`config.mk`:
```
export PLATFORM = sky130hd
export DESIGN_NAME = pwm_capture_flat
export DESIGN_NICKNAME = d
export VERILOG_FILES = /design/src/rtl/pwm_capture_if.sv /design/src/rtl/pwm_capture.sv /design/src/flat_wrapper.sv
export SDC_FILE = /design/constraint.sdc
export NUM_CORES = 1
export LEC_CHECK = 0
export BUFFER_PORTS_ARGS = -buffer_cell sky130_fd_sc_hd__buf_2
export CAP_MARGIN = 20
export CORE_UTILIZATION = 50
export CTS_BUF_LIST = sky130_fd_sc_hd__clkbuf_16
export CTS_CLUSTER_SIZE = 30
export DETAILED_ROUTE_END_ITERATION = 10
export PLACE_DENSITY = 0.65
export SLEW_MARGIN = 10
export SYNTH_ARGS = -nofsm -noshare
export SYNTH_HDL_FRONTEND = slang
export SYNTH_SLANG_ARGS = --single-unit
```
`constraint.sdc`:
```
create_clock -name clk_in -period 3.18 [get_ports clk_in]
set_clock_uncertainty 0.2 [all_clocks]
set_input_delay 0.159 -clock clk_in [delete_from_list [all_inputs] [get_ports clk_in]]
set_output_delay 0.159 -clock clk_in [all_outputs]
set_load 0.02 [all_outputs]
```
`src/rtl/pwm_capture_if.sv`:
```
// Measurement bus of the PWM capture block: the raw PWM line in, the measurement and stuck status out.
// The capture block uses the master modport; the status/control consumer uses the slave modport.
interface pwm_capture_if #(
  parameter int W = 16
);
  logic         pwm_in;
  logic [W-1:0] period;
  logic [W-1:0] high_time;
  logic         valid;
  logic         stuck;
  logic         stuck_level;

  modport master (
    input  pwm_in,
    output period, high_time, valid, stuck, stuck_level
  );

  modport slave (
    output pwm_in,
    input  period, high_time, valid, stuck, stuck_level
  );
endinterface

```
`src/rtl/pwm_capture.sv`:
```
// Measures the period and high time of an asynchronous PWM input, and flags an input that has stopped toggling.
// Latency: valid and data appear on the 3rd clock edge that samples pwm_in high after a low phase.
// No backpressure: valid is a one-cycle strobe and the consumer must capture it.
module pwm_capture #(
  parameter int W       = 16,
  parameter int TIMEOUT = 1000
) (
  input  logic          clk_in,
  input  logic          rst_n,
  pwm_capture_if.master bus
);
  typedef enum logic [1:0] {IDLE, ARMED_HI, LOW, RUN_HI} state_t;

  localparam logic [W-1:0] CNT_MAX = '1;
  localparam logic [W-1:0] TO      = W'(TIMEOUT);

  state_t       state, state_nxt;
  logic         s1, s, s_d;
  logic [2:0]   prime;
  logic [W-1:0] cnt, hi, idle;
  logic         rise, fall, timeout_hit, publish;

  always_ff @(posedge clk_in or negedge rst_n) begin
    if (!rst_n) begin
      s1    <= 1'b0;
      s     <= 1'b0;
      s_d   <= 1'b0;
      prime <= 3'b000;
    end else begin
      s1    <= bus.pwm_in;
      s     <= s1;
      s_d   <= s;
      prime <= {prime[1:0], 1'b1};
    end
  end

  // Edges are ignored until s_d holds a real sample, so a line that is high at reset release does not look like a rise.
  assign rise        = prime[2] & s & ~s_d;
  assign fall        = prime[2] & ~s & s_d;
  assign timeout_hit = ~(rise | fall) & (idle == TO - 1'b1);

  always_ff @(posedge clk_in or negedge rst_n) begin
    if (!rst_n) begin
      cnt  <= '0;
      hi   <= '0;
      idle <= '0;
    end else begin
      if (rise)
        cnt <= W'(1);
      else if (cnt != CNT_MAX)
        cnt <= cnt + 1'b1;

      if (fall)
        hi <= cnt;

      if (rise | fall)
        idle <= '0;
      else if (idle != TO)
        idle <= idle + 1'b1;
    end
  end

  always_comb begin
    state_nxt = state;
    publish   = 1'b0;
    if (timeout_hit) begin
      state_nxt = IDLE;
    end else begin
      case (state)
        IDLE:     if (rise) state_nxt = ARMED_HI;
        ARMED_HI: if (fall) state_nxt = LOW;
        LOW: begin
          if (rise) begin
            state_nxt = RUN_HI;
            publish   = 1'b1;
          end
        end
        RUN_HI:   if (fall) state_nxt = LOW;
        default:  state_nxt = IDLE;
      endcase
    end
  end

  always_ff @(posedge clk_in or negedge rst_n) begin
    if (!rst_n) begin
      state           <= IDLE;
      bus.period      <= '0;
      bus.high_time   <= '0;
      bus.valid       <= 1'b0;
      bus.stuck       <= 1'b0;
      bus.stuck_level <= 1'b0;
    end else begin
      state     <= state_nxt;
      bus.valid <= publish;
      if (publish) begin
        bus.period    <= cnt;
        bus.high_time <= hi;
      end
      if (rise | fall) begin
        bus.stuck <= 1'b0;
      end else if (timeout_hit) begin
        bus.stuck       <= 1'b1;
        bus.stuck_level <= s;
      end
    end
  end
endmodule

```
`src/flat_wrapper.sv`:
```
// flat-port wrapper written by rule: the top's interface ports become plain ports
module pwm_capture_flat 
#(
  parameter int W       = 16,
  parameter int TIMEOUT = 1000
)
  (clk_in, rst_n, bus_pwm_in, bus_period, bus_high_time, bus_valid, bus_stuck, bus_stuck_level);
  pwm_capture_if #(.W(W)) bus_i ();
  input  logic clk_in;
  input  logic rst_n;
  input wire logic [$bits(bus_i.pwm_in)-1:0] bus_pwm_in;
  output wire logic [$bits(bus_i.period)-1:0] bus_period;
  output wire logic [$bits(bus_i.high_time)-1:0] bus_high_time;
  output wire logic [$bits(bus_i.valid)-1:0] bus_valid;
  output wire logic [$bits(bus_i.stuck)-1:0] bus_stuck;
  output wire logic [$bits(bus_i.stuck_level)-1:0] bus_stuck_level;
  assign bus_i.pwm_in = bus_pwm_in;
  assign bus_period = bus_i.period;
  assign bus_high_time = bus_i.high_time;
  assign bus_valid = bus_i.valid;
  assign bus_stuck = bus_i.stuck;
  assign bus_stuck_level = bus_i.stuck_level;
  pwm_capture #(.W(W), .TIMEOUT(TIMEOUT)) u_core (.clk_in(clk_in), .rst_n(rst_n), .bus(bus_i));
endmodule
```
==> flow_metrics.py <==
metrics = {
    "placed_design": {
        "io_buffers": 37,
        "place_ws_ns": 1.08,
        "dpl_cell_area_sq_mm": 0.00420,
        "dp.cells": 477,
        "dpl.hpwl_um": 5110,
        "place_congestion": 0.836,
    },
    "floorplanning": {
        "die_h_um": 90.5,
        "die_width_um": 90.5,
        "core-area_sq_mm": 0.00741,
        "rows": 31,
        "initial_utilization_pct": 52.9,
        "dieArea_sq_mm": 0.00819,
        "io-pin-count": 38,
    },
    "global_route": {
        "grt_overflow": 0,
        "grt_pass1_wl_um": 13300,
        "grt_pass1_vias": 2655,
        "grt_max_degree": 44,
        "grt_use_total_pct": 20.6,
        "grt_antenna_before_repair": 0,
    },
    "power_and_ir_drop": {
        "power_frac_seq_pct": 48.2,
        "p_int_mw": 2.16,
        "ir_worst_vdd_v": 0.000386,
        "switching_share_pct": 27.4,
        "p_total_mw": 2.97,
        "p_switching_mw": 0.813,
        "power_leakage_nw": 2.23,
        "clkPwrFrac_pct": 37.6,
        "cellPowerDensity_mw_per_mm2": 655,
        "power_frac_comb_pct": 14.3,
    },
    "finish": {
        "syn_to_final_growth_pct": 15.8,
        "num-fill-cells": 625,
        "multi_input_area_sq_mm": 0.00155,
        "layout-drive-gt1-share_pct": 24.5,
        "diodes": 0,
        "final_cell_area_sq_mm": 0.00454,
        "nNetsFinal": 397,
        "regArea_sq_mm": 0.00228,
        "final_util_pct": 61.3,
        "stdcell_count": 495,
    },
    "sta": {
        "fin_tns_setup_ns": 0,
        "slew_violations": 0,
        "hold_viol": 0,
        "setup_viol": 0,
        "worst_pin_slew_ns": 0.827,
        "setup_slack_ns": 1.09,
        "fin_worst_hold_slack_ns": 0.149,
        "rsz0062_at_grt": "false",
        "max_slew_margin_pct": 44.7,
        "period_share_pct": 65.7,
        "fmax_mhz": 479,
        "min_period_ns": 2.09,
    },
    "cts": {
        "cts_tree": "yes",
        "h-tree-depth": 3,
        "cts_setup_buffers": 0,
        "clock_latency_ns": 0.33,
        "cts_buffer_depth": 2,
        "clock_sinks": 91,
        "clk_pin_slew_ns": 0.06,
        "cts-root-buf": "clkbuf_16",
        "numCtsBuffers": 9,
        "cts_repair_resize_count": 0,
    },
    "synth": {
        "syn_area_sq_mm": 0.00392,
        "yosys_warnings": 0,
        "synthCells": 347,
        "synth_top_family_by_area": "simple AND/OR/NAND/NOR gates",
        "synth_edf_count": 0,
        "synth_mux_area_share_pct": 11.1,
        "synth_compound_area_share_pct": 6.52,
        "synth-adder-area-share_pct": 0.958,
        "synth_nets": 353,
        "yosys.area_share.simple_pct": 18.4,
        "async_flop_share_pct": 100,
        "synth-seq-cells": 91,
        "seq_area_frac_synth_pct": 58.1,
        "synth_cell_type_count": 45,
        "avgSynthCellArea_sq_um": 11.3,
        "synth_xor_xnor_area_share_pct": 2.46,
        "ys.flop_type": "dfrtp_1",
    },
    "routing": {
        "drt_iter0_drc": 202,
        "first_pass_iters": 4,
        "ant_nets": 0,
        "wl_per_cell_um": 15.2,
        "routed_wl_um": 7520,
        "via_count": 2717,
        "via_per_inst": 5.49,
        "drc_errors": 0,
    },
    "setup_path": {
        "path_cells": "xor2_1 -> and2_1 -> or3_1 -> mux2_4",
        "worstSetupEndpointType": "flop",
        "r2r-end": "u_core.idle[0]",
        "ff2ff_path_depth": 4,
        "cp.required_ns": 3.20,
        "crit_start": "u_core.s",
        "max_stage_delay_ns": 0.48,
        "path_class": "flop to flop",
        "critPathCapture": "u_core.idle[0]",
        "reg2reg_from": "u_core.s",
        "rrSetupSlack_ns": 1.09,
        "critPathSlowestCell": "or3_1",
        "start_kind": "flop",
        "worstPathArrival_ns": 2.11,
        "cp_max_fo": 17,
    },
    "outcome": {
        "status": "finished, final reports clean",
    },
    "hold_path": {
        "min_path_type": "input pin to async pin",
    },
    "job": {
        "timing.max_cap.violations": 0,
    },
}
==> worst min-delay path by stage <==
stage | to | depth (start not counted) | startpoint | slack, ns
2_1_floorplan | u_core.bus.high_time[0] | 0 | rst_n | -0.34
4_1_cts | u_core.prime[1] | 0 | u_core.prime[0] | 0.16
5_1_grt | u_core.prime[1] | 0 | u_core.prime[0] | 0.16
3_5_place_dp | u_core.idle[5] | 1 | rst_n | -0.01
6_report | u_core.idle[5] | 2 | rst_n | 0.15
3_3_place_gp | u_core.idle[5] | 1 | rst_n | -0.02
==> placed cells by master (no fill, tap or decap), drive strengths merged, types with 2 or more instances in the layout <==
| cell | count |
|---|---|
| o41ai | 2 |
| dlygate4sd3 | 2 |
| nand2 | 67 |
| and4 | 3 |
| o211a | 2 |
| mux2 | 34 |
| a21oi | 14 |
| clkinvlp | 2 |
| nor2 | 20 |
| dfrtp | 91 |
| nand2b | 5 |
| bufinv | 2 |
| or3 | 6 |
| a31oi | 2 |
| mux2i | 5 |
| xnor2 | 5 |
| o211ai | 3 |
| and3 | 4 |
| nand3 | 14 |
| o21ai | 9 |
| clkinv | 3 |
| clkbuf | 9 |
| buf | 42 |
| inv | 6 |
| nor3 | 7 |
| xor2 | 6 |
| nand4 | 7 |
| nor4 | 4 |
| or4 | 3 |
| or2 | 2 |
| ha | 3 |
| and2 | 2 |
==> final cells by class <==
cell class	count	area share [%]
repair buffers	44	5.40
clock inverters	7	2.04
inverters	6	0.496
flip-flops and latches	91	50.2
multi-input cells	239	34.2
well taps	99	2.73
clock buffers	9	4.96
==> per-layer routing <==
layer	up-vias	wire, um	track usage (%)
li1	1304	-	-
met5	-	0	0
met3	9	290	4.04
met4	0	82	7.26
met1	1341	3710	29.8
met2	63	3440	31.1
==> logic make-up after synthesis <==
logic type,Yosys count
xor gates and xnor gates,11
buffers and inverters,17
muxes,39
adders and majority gates,3
other,1
and+or+nand+nor,147
DFF,91
AOI/OAI and AO/OA,38
==> what timing repair did <==
action / CTS / global route
setup endpoints to repair: 0 / 0
hold buffers: 2 / 0
endpoints found under the hold margin: 42 / 0
==> power by group through the flow <==
stage	sequential [mW]	clock, mW	combinational (mW)
6_report	1.43	1.12	0.424
3_3_place_gp	1.44	0	0.417
5_1_grt	1.46	1.19	0.476
4_1_cts	1.43	1.13	0.431
2_1_floorplan	1.49	0	0.226
3_5_place_dp	1.45	0	0.428
==> cells in the mapped netlist, drive strengths merged (6+ instances only) <==
cell type | count | area [sq um]
a21oi | 14 | 70.1
clkbuf | 6 | 22.5
dfrtp | 91 | 2280
inv | 6 | 22.5
mux2 | 34 | 387
nand2 | 67 | 251
nand3 | 14 | 75.1
nand4 | 7 | 43.8
nor2 | 20 | 75.1
nor3 | 7 | 40.0
o21ai | 9 | 45.0
or3 | 6 | 37.5
xor2 | 6 | 52.6
==> sequential cells by signal, summed over array words and instances, names as in the netlist <==
name                    count
u_core.bus.high_time       16
u_core.bus.period          16
u_core.bus.stuck            1
u_core.bus.stuck_level      1
u_core.bus.valid            1
u_core.cnt                 16
u_core.hi                  16
u_core.idle                16
u_core.prime                3
u_core.s                    1
u_core.s1                   1
u_core.s_d                  1
u_core.state                2
==> worst max-delay path, delay by kind of cell, from the launching register on <==
family	cells	cell delay, ns
AND/OR/NAND/NOR	2	0.85
flip-flops	1	0.43
multiplexers	1	0.31
XOR/XNOR	1	0.18
Note: power is estimated with default switching activity, not from simulation.
